**config.mk**
```make
export PLATFORM = sky130hd
export DESIGN_NAME = mem_port_arbiter
export DESIGN_NICKNAME = d
export VERILOG_FILES = /design/src/rtl/mem_port_arbiter.sv
export SDC_FILE = /design/constraint.sdc
export NUM_CORES = 1
export LEC_CHECK = 0
export ABC_AREA = 1
export CORE_AREA = 3 3 102 104
export CTS_CLUSTER_DIAMETER = 100
export DETAILED_ROUTE_END_ITERATION = 7
export DIE_AREA = 0 0 105 107
export DONT_BUFFER_PORTS = 1
export SLEW_MARGIN = 20
export SYNTH_ARGS = -nofsm -noshare
export SYNTH_HDL_FRONTEND = slang
export SYNTH_SLANG_ARGS = --single-unit
```
**constraint.sdc**
```tcl
create_clock -name clk -period 1.1 [get_ports clk]
set_input_delay 0.22 -clock clk [delete_from_list [all_inputs] [get_ports clk]]
set_output_delay 0.22 -clock clk [all_outputs]
set_load 0.02 [all_outputs]
```
**src/rtl/mem_port_arbiter.sv**
```systemverilog
// Purpose : shares one single-port sync RAM between bus port 0 (fixed priority) and core port 1,
//           with a starvation guard that forces a port 1 grant after MAX_WAIT consecutive denials.
// Latency : grant is combinational (0 cycles); rvalid/rdata follow one cycle after the grant.
// Backpressure: a requester holds req and fields until gnt; the denied port simply waits.
//
// Ports:
//   clk, rst                  - clock (rising edge), synchronous active-high reset
//   p0_* / p1_*               - req/addr/we/be/wdata in, gnt/rvalid/rdata out (port 0 = bus, port 1 = core)
//   ram_en/addr/we/be/wdata_o - single-port RAM command, driven from the granted port
//   ram_rdata_i               - RAM read data, valid one cycle after ram_en_o
//   starve_o                  - high while the guard is forcing port 1

module mem_port_arbiter #(
    parameter int ADDR_WIDTH = 15,
    parameter int DATA_WIDTH = 32,
    parameter int MAX_WAIT   = 4
) (
    input  logic                    clk,
    input  logic                    rst,

    input  logic                    p0_req_i,
    input  logic [ADDR_WIDTH-1:0]   p0_addr_i,
    input  logic                    p0_we_i,
    input  logic [DATA_WIDTH/8-1:0] p0_be_i,
    input  logic [DATA_WIDTH-1:0]   p0_wdata_i,
    output logic                    p0_gnt_o,
    output logic                    p0_rvalid_o,
    output logic [DATA_WIDTH-1:0]   p0_rdata_o,

    input  logic                    p1_req_i,
    input  logic [ADDR_WIDTH-1:0]   p1_addr_i,
    input  logic                    p1_we_i,
    input  logic [DATA_WIDTH/8-1:0] p1_be_i,
    input  logic [DATA_WIDTH-1:0]   p1_wdata_i,
    output logic                    p1_gnt_o,
    output logic                    p1_rvalid_o,
    output logic [DATA_WIDTH-1:0]   p1_rdata_o,

    output logic                    ram_en_o,
    output logic [ADDR_WIDTH-1:0]   ram_addr_o,
    output logic                    ram_we_o,
    output logic [DATA_WIDTH/8-1:0] ram_be_o,
    output logic [DATA_WIDTH-1:0]   ram_wdata_o,
    input  logic [DATA_WIDTH-1:0]   ram_rdata_i,

    output logic                    starve_o
);

    // A zero-width counter is not legal, so MAX_WAIT = 0 still gets one bit (it never leaves 0).
    localparam int CW = (MAX_WAIT > 0) ? $clog2(MAX_WAIT + 1) : 1;
    localparam logic [CW-1:0] WAIT_LIMIT = CW'(MAX_WAIT);

    typedef enum logic {
        IDLE_PRIO = 1'b0,
        FORCED    = 1'b1
    } guard_state_t;

    guard_state_t  guard_state;
    logic [CW-1:0] wait_cnt;
    logic [CW-1:0] wait_cnt_nxt;
    logic          pend_valid;
    logic          pend_owner;
    logic          force_p1;

    // guard_state is registered alongside wait_cnt and is FORCED exactly when wait_cnt has
    // reached the limit, so the force decision comes straight from a flop.
    assign force_p1 = (guard_state == FORCED) && !rst;
    assign starve_o = force_p1;

    assign p0_gnt_o = !rst && p0_req_i && !(force_p1 && p1_req_i);
    assign p1_gnt_o = !rst && p1_req_i && !p0_gnt_o;
    assign ram_en_o = p0_gnt_o | p1_gnt_o;

    // The wait budget only counts an unbroken run of denied port 1 requests.
    always_comb begin
        wait_cnt_nxt = wait_cnt;
        if (!p1_req_i || p1_gnt_o) begin
            wait_cnt_nxt = '0;
        end else if (wait_cnt != WAIT_LIMIT) begin
            wait_cnt_nxt = wait_cnt + CW'(1);
        end
    end

    always_comb begin
        ram_addr_o  = '0;
        ram_we_o    = 1'b0;
        ram_be_o    = '0;
        ram_wdata_o = '0;
        if (p0_gnt_o) begin
            ram_addr_o  = p0_addr_i;
            ram_we_o    = p0_we_i;
            ram_be_o    = p0_be_i;
            ram_wdata_o = p0_wdata_i;
        end else if (p1_gnt_o) begin
            ram_addr_o  = p1_addr_i;
            ram_we_o    = p1_we_i;
            ram_be_o    = p1_be_i;
            ram_wdata_o = p1_wdata_i;
        end
    end

    always_ff @(posedge clk) begin
        if (rst) begin
            wait_cnt    <= '0;
            guard_state <= IDLE_PRIO;
            pend_valid  <= 1'b0;
            pend_owner  <= 1'b0;
        end else begin
            wait_cnt    <= wait_cnt_nxt;
            guard_state <= ((MAX_WAIT != 0) && (wait_cnt_nxt == WAIT_LIMIT)) ? FORCED : IDLE_PRIO;
            pend_valid  <= ram_en_o;
            pend_owner  <= p1_gnt_o;
        end
    end

    // Responses are returned for writes too; rdata is zeroed whenever the port has no response.
    assign p0_rvalid_o = pend_valid && !pend_owner;
    assign p1_rvalid_o = pend_valid &&  pend_owner;
    assign p0_rdata_o  = p0_rvalid_o ? ram_rdata_i : '0;
    assign p1_rdata_o  = p1_rvalid_o ? ram_rdata_i : '0;

endmodule

```
### After elaboration in Yosys (flattened, before gate mapping)

Index checks and enable logic that the tools add are counted.

| cells by class | value |
|---|---|
| eq/ne operators | 2 |
| bitwise gates (word level) | 1 |
| reduce and logical (&&, ||, !) cells | 14 |
| muxes and demuxes | 13 |
| add/sub/neg operators | 1 |

Operators by type and width:

| cell | count |
|---|---|
| $mux 32 | 4 |
| $mux 15 | 2 |
| $logic_and 1x1->1 | 8 |
| $mux 4 | 2 |
| $mux 3 | 2 |
| $logic_not 1->1 | 5 |
| $add 3x1->3 const B | 1 |
| $eq 3x3->1 const B | 1 |
| $mux 1 | 3 |
| $ne 3x3->1 const B | 1 |
| $logic_or 1x1->1 | 1 |
| $or 1x1->1 | 1 |

| word-level totals | value |
|---|---|
| flip-flop bits (word level) | 6 |
| word-level logic and storage cells | 35 |
| input bits | 140 |
| output and inout port bits | 122 |

### Depth between registers and ports, before layout

| depth | value |
|---|---|
| depth in word-level cells | 11 |
| gate-level depth with buffers | 7 |
| depth with buffers taken out | 6 |

### Worst setup path after synthesis

Ideal clock, no wire load.

| timing | value |
|---|---|
| kind | register to output |
| start | register pend_valid |
| end | output port p0_rdata_o[21] |
| path buffers | 1 |
| data required time | 0.880 ns |
| cell stages (with the launch flop) | 6 |
| path slack | -0.438 ns |
| arrival | 1.318 ns |
| cell sequence | dfxtp_1 inv_1 nor2_1 inv_1 clkbuf_1 nor2_1 |

| on the way | value |
|---|---|
| word-level cells in the longest chain between the ends | 2 |

Ends and longest elaborated chain:

| element | RTL line | RTL |
|---|---|---|
| start, declared | 61 | `logic pend_valid;` |
| start signal, assigned | 111 | `pend_valid <= ram_en_o;` |
| $logic_and 1x1->1 | 117 | `assign p0_rvalid_o = pend_valid && !pend_owner;` |
| net p0_rvalid_o | 27 | `output logic p0_rvalid_o,` |
| $mux 32 | 119 | `assign p0_rdata_o = p0_rvalid_o ? ram_rdata_i : '0;` |
| end, declared | 28 | `output logic [DATA_WIDTH-1:0] p0_rdata_o,` |

The timed path passes the listed nets, and every way through them passes these cells.

### Final worst setup path

| timing | value |
|---|---|
| start | register guard_state |
| end | output port ram_wdata_o[5] |

| on the way | value |
|---|---|
| word-level cells in the longest chain between the ends | 8 |

Ends and longest elaborated chain:

| element | RTL line | RTL |
|---|---|---|
| start, declared | 58 | `guard_state_t guard_state;` |
| start signal, assigned | 110 | `guard_state <= ((MAX_WAIT != 0) && (wait_cnt_nxt == WAIT_LIMIT)) ? FORCED : IDLE_PRIO;` |
| $logic_and 1x1->1 * | 67 | `assign force_p1 = (guard_state == FORCED) && !rst;` |
| $logic_and 1x1->1 * | 70 | `assign p0_gnt_o = !rst && p0_req_i && !(force_p1 && p1_req_i);` |
| $logic_not 1->1 * | 70 |  |
| $logic_and 1x1->1 * | 70 |  |
| $logic_not 1->1 | 71 | `assign p1_gnt_o = !rst && p1_req_i && !p0_gnt_o;` |
| $logic_and 1x1->1 | 71 |  |
| $mux 32 | 94 | `end else if (p1_gnt_o) begin` |
| $mux 32 * | 89 | `if (p0_gnt_o) begin` |
| end, declared | 43 | `output logic [DATA_WIDTH-1:0] ram_wdata_o,` |

Every way passes the cells marked *; elsewhere a longest branch is shown, timed or not.

==> summary.md <==
| Metric | Value |
|---|---|
| Outcome | `complete, but fails checks` |
| Failing checks | `setup timing` |
| Clk pwr share | `15.0%` |
| # diodes | `0` |
| Gate power share | `74.3%` |
| Fillers | `895` |
| Synth cell types | `18` |
| Detailed Route Iter0 Violations | `102` |
| Share of layout cells above drive strength 1 | `75.9%` |
| Hold Violations, Final | `0` |
| WL final | `between 9 and 10 mm` |
| Achievable Freq | `638 MHz` |
| Lkg Pwr | `between 0.0015 and 0.002 uW` |
| WL/cell | `19.1 um` |
| CP required | `slightly below 0.9 ns` |
| Gr usage total | `approximately 14%` |
| CTS buffer count | `3` |
| Boundary Pins | `262` |
| Routed Antenna Nets | `0` |
| Pins Over Slew Limit | `0` |
| Critical path's most frequent cell | `nand2_2` |
| CTS max path bufs | `2` |
| Die Height | `roughly 110 um` |
| CTS tree | `done` |
| First-pass GRT wire length | `12.6 mm` |
| Flops & latches, synth | `6` |
| Setup TNS Final | `-44.79 ns` |
| Sw Share | `50.9%` |
| Placed instance count | `480` |
| Via count | `2240` |
| Measured slew at the worst slew-check pin | `0.381 ns` |
| Crit path launch type | `register` |
| Min-Delay Path Class | `input pin to register` |
| CP max stage delay | `approximately 0.33 ns` |
| Non-filler cells, final | `just over 500` |
| RSZ-0062 raised after global routing | `true` |
| Post-Place Setup Slack | `-0.380 ns` |
| Flop pwr share | `10.7%` |
| Switching pwr | `about 1100 uW` |
| # rows | `36` |
| Drt drc | `0` |
| Crit path cell chain | `nand2_2, nand3_4, nand2_8, inv_16, buf_12, nand2_2, nand2_4` |
| Initial antenna violation count | `0` |
| Clock slew at reported path FFs | `roughly 0.040 ns` |
| Crit path max fanout | `8` |
| Initial core utilization | `14.4%` |
| GRT overflow | `0` |
| Final Cycle Share | `142%` |
| Port Buffer Count | `0` |
| Hold buffers post-CTS | `0` |
| H-tree Lvls | `1` |
| Final #Nets | `522` |
| Final worst-path setup slack | `-0.467 ns` |
| Post-Syn Area | `0.00139 mm2` |
| Warning count from the yosys run | `0` |
| DIE WIDTH | `105 um` |
| Worst EP arrival | `1.35 ns` |
| RePlAce Congestion | `0.798` |
| Final setup viols | `about 120` |
| Syn avg cell area | `4.47 um2` |
| Sequential element share of the synthesized area | `8.65%` |
| DR pass1 iterations | `4` |
| Worst-Skew Late Latency | `0.22 ns` |
| Min cycle time layout | `between 1.5 and 2 ns` |
| Hold Path Depth | `1` |
| Root Driver | `clkbuf_8` |
| Max Cap Viol | `0` |
| P per Cell Area | `about 550 mW/mm2` |
| Slowest library cell on the worst path | `dfxtp_2` |
| Layout area overhead | `189%` |
| Slew headroom | `74.5%` |
| Peak VDD IR | `approximately 240 uV` |
| Post-layout power | `between 2000 and 2500 uW` |
| Power Internal | `1080 uW` |
| Layout Skew | `approximately 0.0006 ns` |
| Worst Setup Path Type | `register to output pin` |
| Area of the core | `0.00964 mm2` |
| Largest net degree at the start of global routing | `28` |
| Via density | `4.38` |
| Register-to-Register Path Depth | `7` |
| CTS Sinks | `6` |
| DIE AREA | `0.0112 mm2` |
| CP endpoint kind | `output pin` |
| Detailed Place HPWL | `between 5 and 6 mm` |
| Vias in the first global route | `2245` |
| Syn nets | `453` |
| Cells after Synth | `311` |
| R2r setup slk | `-0.06 ns` |
[power by group through the flow]
stage	sequential, uW	combinational (uW)	clock, uW
global placement	234	1030	0
detailed placement	235	1050	0
floorplan	234	898	0
CTS	234	1470	334
global route	235	1720	350
finish	235	1640	331
[registers in the layout, indices dropped and copies added, names as in the netlist]
signal,cells
pend_valid,1
pend_owner,1
wait_cnt,3
guard_state,1
[worst max-delay path: cells and delay by family (launching register included)]
family                 cells  cell delay (ns)
and+or+nand+nor            5             0.50
DFF                        1             0.33
buffers and inverters      2             0.29
[synthesized netlist by cell type]
| master | n | share of area, % |
|---|---|---|
| a21oi_1 | 1 | 0.36 |
| buf_12 | 1 | 1.4 |
| buf_2 | 7 | 2.5 |
| buf_6 | 4 | 3.2 |
| clkbuf_1 | 4 | 1.1 |
| dfxtp_1 | 6 | 8.6 |
| ha_1 | 2 | 1.8 |
| inv_1 | 41 | 11 |
| inv_2 | 3 | 0.81 |
| inv_4 | 1 | 0.45 |
| nand2_1 | 151 | 41 |
| nand2_2 | 12 | 5.4 |
| nand3_1 | 3 | 1.1 |
| nand3_2 | 1 | 0.72 |
| nand3b_1 | 1 | 0.54 |
| nor2_1 | 70 | 19 |
| nor3_1 | 1 | 0.36 |
| o21ai_0 | 2 | 0.72 |
[area by class of cell]
cell class	count	area, um2	share of cell area [%]
Sequential cell	6	130	3.24
Timing Repair inverter	3	37.5	0.934
Multi-Input combinational cell	244	2280	56.7
Inverter	45	205	5.11
Tap cell	133	166	4.14
Timing Repair Buffer	77	1160	28.8
Clock buffer	3	41.3	1.03
[kinds of logic (layout without fill, tap and decap cells)]
family                     count (synthesis)  count (layout)  synth area share (%)
AOI/OAI and AO/OA                          3               3                  1.08
adders and majority gates                  2               2                  1.80
buffers and inverters                     61             128                  20.6
DFF                                        6               6                  8.65
and+or+nand+nor                          239             239                  67.8
[what timing repair did]
action                                  in CTS  in global routing
pin swaps                                   34                 56
setup buffers                                6                  8
cloned                                      13                  6
endpoints found under the setup margin     123                125
hold endpoints to repair                     0                  0
resized for setup                          193                 91
[cell usage in the layout (no fill, tap or decap), types with 4 or more instances in the layout]
cell and n:
nand2_4 95, nor2_1 4, inv_1 37, nand2_1 41
buf_12 11, buf_16 10, inv_2 4, nor2_4 65
buf_4 9, buf_6 40, clkbuf_16 4, nand2_2 25
[metal layers]
metal | vias to the layer above | global-route usage [%] | share of wire (%)
met1 | 1022 | 14.3 | 33
met4 | 0 | 2.72 | 1.8
met5 | - | 0 | 0
li1 | 1036 | - | -
met2 | 170 | 29.2 | 57
met3 | 12 | 4.33 | 8.3
[final timing paths]
path | from | end
setup / recovery | guard_state$_SDFF_PP0_ | ram_wdata_o[5]
hold / removal | rst | pend_valid$_SDFF_PP0_
setup reg to reg | guard_state$_SDFF_PP0_ | wait_cnt[0]$_SDFF_PP0_
hold reg to reg | wait_cnt[0]$_SDFF_PP0_ | wait_cnt[0]$_SDFF_PP0_
[metrics by stage]
step           instance area, um2  utilization, %  hold slack (ns)
4_1_cts                      3540            36.7           0.0963
3_3_place_gp                 2430            25.2            0.339
6_report                     4020            41.7           0.0976
2_1_floorplan                1990               -            0.323
3_5_place_dp                 2430            25.2            0.332
5_1_grt                      4020            41.7            0.110
No activity file was read; power rests on OpenSTA's default activity.
